$ cat config.mk
export PLATFORM = sky130hd
export DESIGN_NAME = acc_core
export DESIGN_NICKNAME = d
export VERILOG_FILES = /design/src/rtl/acc_pkg.sv /design/src/rtl/acc_alu.sv /design/src/rtl/acc_core.sv
export SDC_FILE = /design/constraint.sdc
export NUM_CORES = 1
export LEC_CHECK = 0
export CELL_PAD_IN_SITES_DETAIL_PLACEMENT = 2
export CELL_PAD_IN_SITES_GLOBAL_PLACEMENT = 2
export CORE_ASPECT_RATIO = 0.7
export CORE_MARGIN = 3
export CORE_UTILIZATION = 31
export DETAILED_ROUTE_END_ITERATION = 6
export PLACE_DENSITY_LB_ADDON = 0.15
export SLEW_MARGIN = 20
export SYNTH_ARGS = -nofsm -noshare
export SYNTH_HDL_FRONTEND = slang
export SYNTH_SLANG_ARGS = --single-unit
$ cat constraint.sdc
create_clock -name clk -period 2.9 [get_ports clk]
set_input_delay 0.87 -clock clk [delete_from_list [all_inputs] [get_ports clk]]
set_output_delay 0.87 -clock clk [all_outputs]
set_load 0.05 [all_outputs]
$ cat src/rtl/acc_pkg.sv
// rtl/acc_pkg.sv - shared encodings for the acc_core accumulator
//
// Holds the opcode encodings driven by the instruction decoder, the
// two-state control FSM encoding and the bit positions of the status
// flags inside the flag register.

package acc_pkg;

  localparam int OPC_BITS = 24;

  localparam logic [OPC_BITS-1:0] OP_LDA = 24'h000001;
  localparam logic [OPC_BITS-1:0] OP_CLR = 24'h000002;
  localparam logic [OPC_BITS-1:0] OP_INC = 24'h000003;
  localparam logic [OPC_BITS-1:0] OP_DEC = 24'h000004;
  localparam logic [OPC_BITS-1:0] OP_ADD = 24'h000005;
  localparam logic [OPC_BITS-1:0] OP_SUB = 24'h000006;
  localparam logic [OPC_BITS-1:0] OP_AND = 24'h000007;
  localparam logic [OPC_BITS-1:0] OP_OR  = 24'h000008;
  localparam logic [OPC_BITS-1:0] OP_XOR = 24'h000009;
  localparam logic [OPC_BITS-1:0] OP_SHL = 24'h00000A;
  localparam logic [OPC_BITS-1:0] OP_SHR = 24'h00000B;

  typedef enum logic {
    ST_IDLE  = 1'b0,
    ST_SHIFT = 1'b1
  } state_t;

  localparam int FLAG_Z = 0;
  localparam int FLAG_C = 1;
  localparam int FLAG_N = 2;

endpackage

$ cat src/rtl/acc_alu.sv
// rtl/acc_alu.sv - combinational single-step accumulator ALU
//
// Ports:
//   op     in  OPCODE_W  operation code (acc_pkg encodings)
//   acc    in  W         current accumulator
//   din    in  W         operand
//   result out W         new accumulator value
//   carry  out 1         carry / borrow / bit shifted out
//   legal  out 1         op is a known encoding
// SHL/SHR perform a single one-bit step; the caller sequences multi-bit shifts.

module acc_alu
  import acc_pkg::*;
#(
  parameter int W        = 8,
  parameter int OPCODE_W = 24
) (
  input  logic [OPCODE_W-1:0] op,
  input  logic [W-1:0]        acc,
  input  logic [W-1:0]        din,
  output logic [W-1:0]        result,
  output logic                carry,
  output logic                legal
);

  localparam logic [W-1:0] ONE = {{(W-1){1'b0}}, 1'b1};

  always_comb begin
    result = acc;
    carry  = 1'b0;
    legal  = 1'b1;
    case (op)
      OPCODE_W'(OP_LDA): result = din;
      OPCODE_W'(OP_CLR): result = '0;
      OPCODE_W'(OP_INC): {carry, result} = {1'b0, acc} + {1'b0, ONE};
      OPCODE_W'(OP_DEC): begin
        result = acc - ONE;
        carry  = (acc == '0);
      end
      OPCODE_W'(OP_ADD): {carry, result} = {1'b0, acc} + {1'b0, din};
      OPCODE_W'(OP_SUB): begin
        result = acc - din;
        carry  = (din > acc);
      end
      OPCODE_W'(OP_AND): result = acc & din;
      OPCODE_W'(OP_OR):  result = acc | din;
      OPCODE_W'(OP_XOR): result = acc ^ din;
      OPCODE_W'(OP_SHL): begin
        result = {acc[W-2:0], 1'b0};
        carry  = acc[W-1];
      end
      OPCODE_W'(OP_SHR): begin
        result = {1'b0, acc[W-1:1]};
        carry  = acc[0];
      end
      default: legal = 1'b0;
    endcase
  end

endmodule

$ cat src/rtl/acc_core.sv
// rtl/acc_core.sv - accumulator core with flags and serial shifter
//
// Ports:
//   clk          in  1         system clock, rising edge
//   acc_rst      in  1         asynchronous active-high reset
//   acc_en       in  1         enable; low freezes all state
//   opcode       in  OPCODE_W  operation code
//   op_rdy       in  1         opcode/operand valid
//   acc_data_in  in  W         operand, or shift amount in [SH_W-1:0]
//   op_ack       out 1         operation accepted this cycle
//   busy         out 1         serial shift in progress
//   done         out 1         one-cycle pulse: result/flags updated
//   op_err       out 1         one-cycle pulse with done: illegal opcode
//   acc_out      out W         accumulator
//   flag_z/c/n   out 1         zero, carry/borrow, MSB flags

module acc_core
  import acc_pkg::*;
#(
  parameter int W        = 8,
  parameter int OPCODE_W = 24,
  parameter int SH_W     = $clog2(W) + 1
) (
  input  logic                clk,
  input  logic                acc_rst,
  input  logic                acc_en,
  input  logic [OPCODE_W-1:0] opcode,
  input  logic                op_rdy,
  input  logic [W-1:0]        acc_data_in,
  output logic                op_ack,
  output logic                busy,
  output logic                done,
  output logic                op_err,
  output logic [W-1:0]        acc_out,
  output logic                flag_z,
  output logic                flag_c,
  output logic                flag_n
);

  localparam logic [SH_W-1:0] W_SH   = SH_W'(W);
  localparam logic [SH_W-1:0] ONE_SH = SH_W'(1);

  state_t              state, state_nxt;
  logic [SH_W-1:0]     count;
  logic [OPCODE_W-1:0] shift_op;
  logic [W-1:0]        acc;
  logic [2:0]          flags;
  logic                done_q, err_q;

  logic                accept;
  logic                is_shift;
  logic [SH_W-1:0]     shamt, shamt_clamped;
  logic [OPCODE_W-1:0] alu_op;
  logic [W-1:0]        alu_result;
  logic                alu_carry, alu_legal;

  assign accept        = acc_en && op_rdy && (state == ST_IDLE);
  assign is_shift      = (opcode == OPCODE_W'(OP_SHL)) || (opcode == OPCODE_W'(OP_SHR));
  assign shamt         = acc_data_in[SH_W-1:0];
  assign shamt_clamped = (shamt > W_SH) ? W_SH : shamt;

  // While shifting, the latched shift opcode drives the ALU so the decoder
  // may present the next request on opcode without disturbing the shift.
  assign alu_op = (state == ST_SHIFT) ? shift_op : opcode;

  acc_alu #(
    .W        (W),
    .OPCODE_W (OPCODE_W)
  ) u_alu (
    .op     (alu_op),
    .acc    (acc),
    .din    (acc_data_in),
    .result (alu_result),
    .carry  (alu_carry),
    .legal  (alu_legal)
  );

  always_ff @(posedge clk or posedge acc_rst) begin
    if (acc_rst) state <= ST_IDLE;
    else         state <= state_nxt;
  end

  always_comb begin
    state_nxt = state;
    case (state)
      ST_IDLE:  if (accept && is_shift && (shamt != '0)) state_nxt = ST_SHIFT;
      ST_SHIFT: if (acc_en && (count == ONE_SH))         state_nxt = ST_IDLE;
      default:  state_nxt = ST_IDLE;
    endcase
  end

  always_comb begin
    busy   = (state == ST_SHIFT);
    op_ack = accept;
  end

  always_ff @(posedge clk or posedge acc_rst) begin
    if (acc_rst) begin
      acc      <= '0;
      flags    <= '0;
      count    <= '0;
      shift_op <= '0;
      done_q   <= 1'b0;
      err_q    <= 1'b0;
    end else begin
      done_q <= 1'b0;
      err_q  <= 1'b0;
      if (accept) begin
        if (is_shift && (shamt != '0)) begin
          count    <= shamt_clamped;
          shift_op <= opcode;
        end else if (is_shift) begin
          // zero-length shift: value untouched, only flags refresh
          flags[FLAG_C] <= 1'b0;
          flags[FLAG_Z] <= (acc == '0);
          flags[FLAG_N] <= acc[W-1];
          done_q        <= 1'b1;
        end else if (alu_legal) begin
          acc           <= alu_result;
          flags[FLAG_C] <= alu_carry;
          flags[FLAG_Z] <= (alu_result == '0);
          flags[FLAG_N] <= alu_result[W-1];
          done_q        <= 1'b1;
        end else begin
          done_q <= 1'b1;
          err_q  <= 1'b1;
        end
      end else if ((state == ST_SHIFT) && acc_en) begin
        acc   <= alu_result;
        count <= count - ONE_SH;
        // flags only reflect the final step, so c is the last bit shifted out
        if (count == ONE_SH) begin
          flags[FLAG_C] <= alu_carry;
          flags[FLAG_Z] <= (alu_result == '0);
          flags[FLAG_N] <= alu_result[W-1];
          done_q        <= 1'b1;
        end
      end
    end
  end

  assign done    = done_q;
  assign op_err  = err_q;
  assign acc_out = acc;
  assign flag_z  = flags[FLAG_Z];
  assign flag_c  = flags[FLAG_C];
  assign flag_n  = flags[FLAG_N];

endmodule

==> results.cfg <==
[status]
outcome = complete, but fails checks
violations = negative setup slack

[power]
switching_share = 0.361
p_int_uw = 1300
powerDensity_nw_per_um2 = 299
pwr-share-comb = 0.337
ir_worst_vdd_mv = 0.363
p_leak_uw = 0.00297
clkPwrFrac = 0.362
power_frac_seq = 0.301
p_sw_uw = 734

[worst_setup_path]
cp_slowest_cell = a311oi_1
cp-start-kind = input port
crit_chain = dlygate4sd2_1, nor4_2, nand4_1, o22a_4, buf_6, a311oi_1, a2111oi_2, a31oi_1, buf_4, mux2_4
path_class = in -> reg
arrival_ns = 3.51
crit_buf_inv = 3
required_ns = 3.16
crit_family = compound AO/OA/AOI/OAI gates
critPathMaxStageDelay_ns = 0.39
path_max_fanout = 7
end_kind = flip-flop

[synthesis]
async_flop_share = 1.00
synthCells = 436
netlist_area_um2 = 3800
ys_top_cells_by_area = dfrtp_1 (28%), ha_1 (9.5%), nor2b_1 (3.6%)
synth_edf_count = 0
syn_avg_cell_area_um2 = 8.73
synth_cell_types = 87
syn_nets = 503
ys_ff_latch = 42
synth_ff_type = dfrtp_1
synth_top_area_cell = dfrtp_1
synth.top_cell.area_share = 0.276
ys_seq_area_frac = 0.276
synth_commonest_cells = dfrtp_1 (42), ha_1 (29), nor2_1 (29), inv_1 (28), a21oi_1 (23)
yosys_warnings = 0
post-synth-top-count-cell = dfrtp_1

[cts]
cts_max_level = 2
clk_latency_ns = 0.33
clkTransAtPathRegs_ns = 0.08
cts_buffers = 5
root_buffer = clkbuf_16
cts.sinks = 42
cts_tree = done
cts_hold_repair.buffers = 0
cts_buffer_depth = 2

[global_route]
grt_max_degree = 43
grt_antenna_before_repair = 0
grt_remaining_overflow = 0
grt.total_usage = 0.381
grt_pass1_vias = 5723
grt_pass1_wl_um = 38800

[final_layout]
nets = 720
final_util = 0.573
final_area_um2 = 6790
area_growth_pct = 78.3
antenna_cells = 0
nFillCells = 1156
drive_above_1_share = 0.529

[place]
port-buffer-count = 50
dp.final_hpwl_um = 15100
placed_area_um2 = 5600
gp_congestion = 0.925

[timing]
hold_viol = 0
period_share = 1.12
clock_skew_ns = 0.0168
min_period_ns = 3.25
maxSlewViolCount = 0
fin_ws_ns = -0.347
max_freq_mhz = 308
tightest_slew_ns = 0.564
rsz0062_at_grt = yes
holdWs_ns = 0.553
max_slew_margin = 0.623
setup_viol = 16

[floorplan]
initial_core_util = 0.321
io_pins = 51
rows = 33
die_area_um2 = 13700
die_height_um = 98.7
core_um2 = 11900
die_x_um = 138

[drt]
antenna_left = 0
routed_via_density = 6.72
vias = 5449
dr.pass1.iters = 5
drc = 0
drtIter0Drc = 618
wirelength_um = 31200
wl_per_cell_um = 38.5

[job]
max-cap-violations = 0

[worst_hold_path]
hp-class = reg -> reg
==> per-stage QoR <==
stage	TNS, ns	power, µW	worst slack [ns]	instances
3_3_place_gp	-18.90	1090	-0.865	769
3_5_place_dp	-23.40	1120	-0.937	769
5_1_grt	-4.50	2050	-0.418	811
6_report	-2.83	2030	-0.347	811
2_1_floorplan	-0.171	845	-0.112	436
4_1_cts	-0.428	1870	-0.155	797
==> kinds of logic (layout without fill, tap and decap cells) <==
logic type	Yosys count	in the layout	synth area share
AOI/OAI and AO/OA	141	141	0.273
xor gates and xnor gates	8	8	0.0184
adders and majority gates	31	31	0.106
buffers and inverters	47	265	0.0598
DFF	42	42	0.276
muxes	10	10	0.0276
and+or+nand+nor	157	157	0.239
==> placed cells by master, fill, tap and decap left out, types with 5 or more instances in the layout <==
| cell type | count |
|---|---|
| a31oi_1 | 6 |
| nor3_1 | 7 |
| nor2b_1 | 21 |
| clkbuf_16 | 5 |
| dfrtp_2 | 7 |
| ha_1 | 17 |
| clkdlybuf4s15_1 | 5 |
| nor4_2 | 8 |
| buf_6 | 24 |
| nand3_1 | 12 |
| a21oi_1 | 16 |
| buf_4 | 154 |
| a221o_1 | 5 |
| dfrtp_1 | 35 |
| ha_4 | 6 |
| xnor2_1 | 5 |
| nor2_1 | 22 |
| buf_12 | 5 |
| ha_2 | 6 |
| or2_2 | 6 |
| a22oi_1 | 8 |
| o21ai_2 | 7 |
| buf_2 | 5 |
| dlygate4sd2_1 | 16 |
| o21ai_0 | 12 |
| a21oi_2 | 5 |
| a22o_1 | 5 |
| nand2_1 | 15 |
| clkdlybuf4s50_1 | 15 |
| inv_1 | 22 |
==> final cells by class <==
cell class,count,area (µm²),area share
Tap cell,157,196,0.0290
Clock inverter,2,37.5,0.00553
Inverter,28,123,0.0181
Sequential cell,42,1060,0.156
Clock buffer,6,129,0.0190
Timing Repair Buffer,229,1960,0.289
Multi-Input combinational cell,347,3280,0.483
==> layer usage <==
metal  vias to the layer above  wire (µm)  part of all wire  GRT usage
li1                       2090          -                 -          -
met1                      2750      12200              0.39      0.469
met2                       434      13900              0.45      0.611
met3                       175       2840             0.091      0.117
met4                         0       2270             0.073      0.184
met5                         -          0                 0          0
==> registers in the layout, summed over array words and instances, names as in the netlist <==
signal,cells
flags,3
acc_out,8
shift_op,24
count,4
done,1
op_err,1
busy,1
==> power groups by stage <==
stage | clock network [µW] | registers [µW] | logic (µW)
floorplan | 0 | 646 | 199
global placement | 0 | 618 | 477
detailed placement | 0 | 618 | 501
CTS | 704 | 608 | 554
global route | 744 | 611 | 695
finish | 735 | 612 | 684
==> worst paths after layout <==
| kind | from | endpoint | slack [ns] | depth (start not counted) |
|---|---|---|---|---|
| max | opcode[12] | acc_out[6] | -0.35 | 10 |
| min | shift_op[8] | shift_op[8] | 0.55 | 1 |
| max reg2reg | busy | flags[0] | -0.33 | 11 |
| min reg2reg | shift_op[8] | shift_op[8] | 0.55 | 1 |
| max in group asynchronous | acc_rst | acc_out[3] | 1.72 | 3 |
| min in group asynchronous | acc_rst | shift_op[6] | 0.92 | 3 |
==> worst reg2reg max path: stages (launching register included) <==
cell and delay (ns):
dfrtp_2 0.46, buf_6 0.17, buf_4 0.18, nor4b_2 0.19, nand3_1 0.15, o22a_4 0.23, buf_6 0.18, a311oi_1 0.09
a2111oi_2 0.58, a31oi_1 0.25, or4_4 0.55, o21ai_2 0.12
==> repair_timing <==
action                     4_1_cts  5_1_grt
resized for setup              163       90
setup endpoints to repair       41       40
pin swaps                       48       27
setup buffers                   21       15
gates cloned                     0        0
No activity file was read; power rests on OpenSTA's default activity.
